**config.mk**
```make
export PLATFORM = sky130hd
export DESIGN_NAME = seq_stage_controller
export DESIGN_NICKNAME = d
export VERILOG_FILES = /design/src/rtl/seq_stage_controller.sv
export SDC_FILE = /design/constraint.sdc
export NUM_CORES = 1
export LEC_CHECK = 0
export CAP_MARGIN = 20
export CORE_AREA = 8 8 136 138
export CTS_BUF_LIST = sky130_fd_sc_hd__clkbuf_2
export DETAILED_ROUTE_END_ITERATION = 10
export DIE_AREA = 0 0 144 146
export HOLD_SLACK_MARGIN = 0.03
export PLACE_DENSITY = 0.8
export SLEW_MARGIN = 10
export SYNTH_ARGS = -nofsm -noshare
export SYNTH_HDL_FRONTEND = slang
export SYNTH_SLANG_ARGS = --single-unit
```
**constraint.sdc**
```tcl
create_clock -name clk -period 3.1 [get_ports clk]
set_input_delay 0.31 -clock clk [delete_from_list [all_inputs] [get_ports clk]]
set_output_delay 0.31 -clock clk [all_outputs]
set_load 0.01 [all_outputs]
```
**src/rtl/seq_stage_controller.sv**
```systemverilog
// Multi-cycle IF/ID/EX/MEM/WB sequencer for the sequential RV64 core.
// Owns the PC, the instruction register, the retired counter and the halt cause.
module seq_stage_controller #(
    parameter int unsigned            PC_WIDTH    = 64,
    parameter logic [PC_WIDTH-1:0]    RESET_PC    = '0,
    parameter int unsigned            CNT_WIDTH   = 32,
    parameter int unsigned            MEM_TIMEOUT = 16
) (
    input  logic                 clk,
    input  logic                 reset,
    input  logic [31:0]          instruction,
    input  logic                 branch_taken,
    input  logic [PC_WIDTH-1:0]  branch_target,
    input  logic                 mem_ready,
    output logic [PC_WIDTH-1:0]  pc,
    output logic [31:0]          ir,
    output logic [2:0]           state,
    output logic                 if_en,
    output logic                 id_en,
    output logic                 ex_en,
    output logic                 mem_en,
    output logic                 wb_en,
    output logic                 mem_read,
    output logic                 mem_write,
    output logic                 reg_write,
    output logic                 halted,
    output logic [1:0]           err,
    output logic [CNT_WIDTH-1:0] retired
);

    localparam int unsigned WAIT_WIDTH = $clog2(MEM_TIMEOUT) + 1;

    localparam logic [6:0] OP_RTYPE  = 7'b0110011;
    localparam logic [6:0] OP_IALU   = 7'b0010011;
    localparam logic [6:0] OP_LOAD   = 7'b0000011;
    localparam logic [6:0] OP_STORE  = 7'b0100011;
    localparam logic [6:0] OP_BRANCH = 7'b1100011;

    typedef enum logic [2:0] {
        FETCH     = 3'd0,
        DECODE    = 3'd1,
        EXECUTE   = 3'd2,
        MEMORY    = 3'd3,
        WRITEBACK = 3'd4,
        HALT      = 3'd5
    } stage_t;

    stage_t                cur_state, next_state;
    logic [PC_WIDTH-1:0]   pc_r, pc_next;
    logic [31:0]           ir_r;
    logic [CNT_WIDTH-1:0]  retired_r;
    logic [1:0]            err_r, err_next;
    logic [WAIT_WIDTH-1:0] wait_cnt;
    logic                  load_ir, pc_load, retire, set_err, clr_wait, inc_wait;
    logic [6:0]            opcode;
    logic                  is_load, is_store;

    assign opcode   = ir_r[6:0];
    assign is_load  = (opcode == OP_LOAD);
    assign is_store = (opcode == OP_STORE);

    always_ff @(posedge clk) begin
        if (reset) begin
            cur_state <= FETCH;
            pc_r      <= RESET_PC;
            ir_r      <= '0;
            retired_r <= '0;
            err_r     <= '0;
            wait_cnt  <= '0;
        end else begin
            cur_state <= next_state;
            if (load_ir) ir_r      <= instruction;
            if (pc_load) pc_r      <= pc_next;
            if (retire)  retired_r <= retired_r + CNT_WIDTH'(1);
            if (set_err) err_r     <= err_next;
            if (clr_wait)      wait_cnt <= '0;
            else if (inc_wait) wait_cnt <= wait_cnt + WAIT_WIDTH'(1);
        end
    end

    always_comb begin
        next_state = cur_state;
        pc_next    = pc_r + PC_WIDTH'(4);
        err_next   = '0;
        load_ir    = 1'b0;
        pc_load    = 1'b0;
        retire     = 1'b0;
        set_err    = 1'b0;
        clr_wait   = 1'b0;
        inc_wait   = 1'b0;
        unique case (cur_state)
            FETCH: begin
                load_ir    = 1'b1;
                next_state = DECODE;
            end
            DECODE: begin
                if (ir_r == '0) begin
                    next_state = HALT;
                    set_err    = 1'b1;
                end else if (opcode inside {OP_RTYPE, OP_IALU, OP_LOAD, OP_STORE, OP_BRANCH}) begin
                    next_state = EXECUTE;
                end else begin
                    next_state = HALT;
                    set_err    = 1'b1;
                    err_next   = 2'd1;
                end
            end
            EXECUTE: begin
                if (is_load || is_store) begin
                    next_state = MEMORY;
                    clr_wait   = 1'b1;
                end else if (opcode == OP_BRANCH) begin
                    next_state = FETCH;
                    pc_load    = 1'b1;
                    retire     = 1'b1;
                    if (branch_taken) pc_next = branch_target;
                end else begin
                    next_state = WRITEBACK;
                end
            end
            MEMORY: begin
                // A ready on the last allowed wait cycle takes priority over the timeout.
                if (mem_ready) begin
                    if (is_load) begin
                        next_state = WRITEBACK;
                    end else begin
                        next_state = FETCH;
                        pc_load    = 1'b1;
                        retire     = 1'b1;
                    end
                end else if (wait_cnt == WAIT_WIDTH'(MEM_TIMEOUT - 1)) begin
                    next_state = HALT;
                    set_err    = 1'b1;
                    err_next   = 2'd2;
                end else begin
                    inc_wait = 1'b1;
                end
            end
            WRITEBACK: begin
                next_state = FETCH;
                pc_load    = 1'b1;
                retire     = 1'b1;
            end
            HALT:    next_state = HALT;
            default: next_state = HALT;
        endcase
    end

    assign pc        = pc_r;
    assign ir        = ir_r;
    assign state     = cur_state;
    assign err       = err_r;
    assign retired   = retired_r;
    assign if_en     = (cur_state == FETCH);
    assign id_en     = (cur_state == DECODE);
    assign ex_en     = (cur_state == EXECUTE);
    assign mem_en    = (cur_state == MEMORY);
    assign wb_en     = (cur_state == WRITEBACK);
    assign mem_read  = (cur_state == MEMORY) && is_load;
    assign mem_write = (cur_state == MEMORY) && is_store;
    assign reg_write = (cur_state == WRITEBACK);
    assign halted    = (cur_state == HALT);

endmodule

```
[Yosys cells after proc, flatten, opt, wreduce, memory -nomap -nowiden]
Cells that the tools add are included.
Cells by class
  add/sub/neg operators: 3
  equality and inequality tests: 12
  mux-type cells: 33
  reduce and logical (&&, ||, !) cells: 7
Operators with widths (count)
  $mux 64: 4
  $add 64x3->64 const B: 1
  $add 32x1->32 const B: 1
  $logic_not 32->1: 1
  $mux 3: 7
  $mux 1: 16
  $pmux 3 s5: 1
  $eq 7x6->1 const B: 2
  $eq 7x2->1 const B: 1
  $eq 7x5->1 const B: 1
  $eq 7x7->1 const B: 1
  $eq 3x2->1 const B: 2
  $eq 3x3->1 const B: 2
  $add 5x1->5 const B: 1
  $eq 5x4->1 const B: 1
  $reduce_bool 5->1: 1
  $mux 2: 2
  $pmux 2 s2: 1
  $eq 3x1->1 const B: 1
  $logic_not 3->1: 1
  $ne 3x2->1 const B: 1
  $pmux 1 s3: 1
  $logic_and 1x1->1: 2
  $pmux 1 s2: 1
  other kinds (2): 2
Storage, ports and cells
  bits in registers: 138
  word-level logic and storage cells: 61

[Depth between registers and ports, before layout]
  depth in word-level cells: 5
  mapped depth: 9
  mapped depth without buffers: 7

[Worst setup path after synthesis]
OpenSTA, ideal clock, no wires.
  path kind: register -> register
  start point: register cur_state[1], in the netlist state[1]
  end point: register retired_r[17], in the netlist retired[17]
  library setup time: 0.070 ns
  data arrival time: 2.497 ns
  data required time: 3.030 ns
  path slack: 0.533 ns
  cell stages (with the launch flop): 8
  path buffers: 2
  path through: dfxtp_1 -> or3b_4 -> or4_4 -> buf_6 -> a31o_1 -> buf_6 -> or4_1 -> a21oi_1
On the way
  word-level cells in the longest chain between the ends: 2
Ends and longest elaborated chain
  from (decl): line 48  | stage_t cur_state, next_state;
  from (signal assigned): line 71  | cur_state <= next_state;
  $eq 3x3->1 / $eq 3x2->1 (equally long branches): line 91  | unique case (cur_state)
  $pmux 1 s3 *: line 91
  to (signal assigned): line 74  | if (retire) retired_r <= retired_r + CNT_WIDTH'(1);
  to (decl): line 51  | logic [CNT_WIDTH-1:0] retired_r;
Every way passes the cells marked *; elsewhere a longest branch is shown, timed or not.
A chain may end at the register's enable or synchronous reset.

[Final worst setup path]
  start point: register cur_state[2], in the netlist state[2]
  end point: output port mem_write
On the way
  word-level cells in the longest chain between the ends: 2
Ends and longest elaborated chain
  $eq 3x2->1: line 160  | assign mem_write = (cur_state == MEMORY) && is_store;
  $logic_and 1x1->1: line 160
  to (decl): line 24  | output logic mem_write,
Every way passes these cells.

==> results.toml <==
[outcome]
outcome = "finished clean"

[worst_setup_path]
critPathMaxFanout = 8
critPathLaunchType = "flop"
required_ps = 2790
slowest_delay_ps = 570
cp.arrival_ps = 2640
critical_path_class = "flop to output port"
path_cells = "nand3b_1 > or4_1 > nor2_1 > clkdlybuf4s50_1"
cp_slowest_cell = "or4_1"
reg2regPathDepth = 5
endpoint_kind = "output port"

[placed_design]
placement.io_buffers = 241
hpwl_um = 19500
dp.cells = 1420
place_congestion = 0.904

[floorplanning]
rows = 47
pin_count = 242
start_util_pct = 47.0
die_area_mm2 = 0.0210
die_x_um = 144
coreArea_mm2 = 0.0163
die_y_um = 146

[timing]
drv_slew = 0
layout_worst_path_cycle_share_pct = 95.3
final-setup-viol-count = 0
worstMarginPinSlew_ps = 884
layout_min_cycle_time_ps = 2950
hold_slack_ps = 111
max_freq_ghz = 0.339
rsz0062_at_grt = "false"
final-hold-violation-count = 0
setup_tns_ps = 0
finClkSkew_ps = 26.7
maxSlewHeadroom_pct = 41.1

[drt]
drt_first_pass_iters = 5
drc = 0
avgViaCountPerCell = 6.09
routed_wl_um = 28200
drt-initial-drc-count = 681
wl_per_cell_um = 19.1
vias = 9006
final_antenna_net_count = 0

[clocking]
path_clk_slew_ps = 220
cts_buffers = 17
h-tree-depth = 4
cts_max_path_buffers = 2
cts_tree = "done"
root_buffer = "clkbuf_2"
cts_sinks = 138
clk_latency_ps = 730

[global_routing]
grt_first_pass_wirelength_um = 45000
grt_max_degree = 71
grt_usage_pct = 26.2
grt_pass1_vias = 8608
grt-ovfl-total = 0
antenna_found_initial = 2

[synthesis]
yosysSeqAreaShare_pct = 36.1
synth_edf_count = 0
synth.ff_latch_count = 138
yosys_warnings = 0
synth_area_per_cell_um2 = 7.58
async_flop_share_pct = 0
synth_cells = 1009
synth_flop_cell = "dfxtp_1"
netlist-cell-type-count = 67
synth.net_count = 1113
syn_area_mm2 = 0.00765

[cells_and_area]
fin_util_pct = 66.4
final_cell_mix = "240 x clkdlybuf4s50_1, 136 x dfxtp_1, 124 x nand2_1"
finalNonFillerCells = 1478
final_common_cell = "clkdlybuf4s50_1"
num-fill-cells = 1432
ff_latch_area_mm2 = 0.00277
drive_gt1_share_pct = 6.37
nets = 1347
multi_input_area_mm2 = 0.00450
area.growth.synth_to_final_pct = 41.3

[hold_path]
hold_path.class = "input pin to flop"
whs_path_depth = 3

[power]
power_density_mw_per_mm2 = 342
p_leak_nw = 3.32
max-vdd-ir-drop_mv = 0.317

[job]
maxCapViolCount = 0
power breakdown:
group          internal, mW  switching [mW]  total, mW
registers              1.84          0.0759       1.92
clock network         0.389           0.756       1.15
logic                 0.331           0.306      0.637
cell usage after synthesis, types with 28 or more instances:
master	n	share of area, %
nand4_1	56	4.6
dfxtp_1	138	36
inv_1	39	1.9
nand3_1	64	4.2
clkbuf_1	68	3.3
or4_1	39	3.8
nor3_1	28	1.8
o21ai_0	36	2.4
nand2_1	124	6.1
nor2_1	43	2.1
a21oi_1	115	7.5
nor4_1	28	2.3
layout make-up:
| class | count | share of cell area, % |
|---|---|---|
| inverters | 41 | 1.42 |
| diodes | 2 | 0.0463 |
| clock inverters | 15 | 1.54 |
| well taps | 220 | 2.55 |
| clock buffers | 17 | 0.787 |
| multi-input cells | 755 | 41.6 |
| repair buffers | 290 | 26.5 |
| flip-flops and latches | 138 | 25.6 |
metal layers:
layer | vias up | routed length (µm) | global-route usage, %
li1 | 4321 | - | -
met1 | 4196 | 11600 | 32.9
met2 | 428 | 13300 | 42.0
met3 | 61 | 2530 | 6.86
met4 | 0 | 822 | 9.89
met5 | - | 0 | 0
registers in the layout, summed over array words and instances (netlist names):
signal,flops
ir,32
err,2
state,3
retired,32
pc,64
wait_cnt,5
metrics by stage:
step | setup slack (ps) | area (µm²) | power (mW)
2_1_floorplan | 533 | 7650 | 2.19
3_3_place_gp | 338 | 10300 | 2.54
3_5_place_dp | 248 | 10300 | 2.55
4_1_cts | 26.1 | 10800 | 3.72
5_1_grt | 34.3 | 10800 | 3.87
6_report | 147 | 10800 | 3.70
cell families after synthesis:
family	after synthesis	share of synthesized area, %
xor+xnor	8	0.916
buf+inv	116	5.94
mux	4	0.540
compound gates	275	23.2
flops	138	36.1
simple gates	464	32.6
fa+ha+maj	4	0.654
critical path: cells and delay by family (launching register included):
family / cells / cell delay, ps
simple gates: 3 / 950
flops: 1 / 410
buf+inv: 1 / 560
path summary, 6_finish.rpt:
check	end	startpoint	slack (ps)
min	ir[31]$_SDFFE_PP0P_	instruction[31]	110
min reg2reg	pc[1]$_SDFFE_PP0P_	pc[1]$_SDFFE_PP0P_	470
max	mem_write	state[2]$_SDFFE_PP0P_	150
max reg2reg	retired[23]$_SDFFE_PP0P_	state[1]$_SDFFE_PP0P_	260
repair_timing:
item,CTS,global route
hold endpoints to repair,34,0
cloned,0,0
setup buffers,0,1
hold buffers,23,0
gates resized for setup,1,2
endpoints found under the setup margin,2,2
pin swaps,0,0
(Power assumes the default switching activity.)
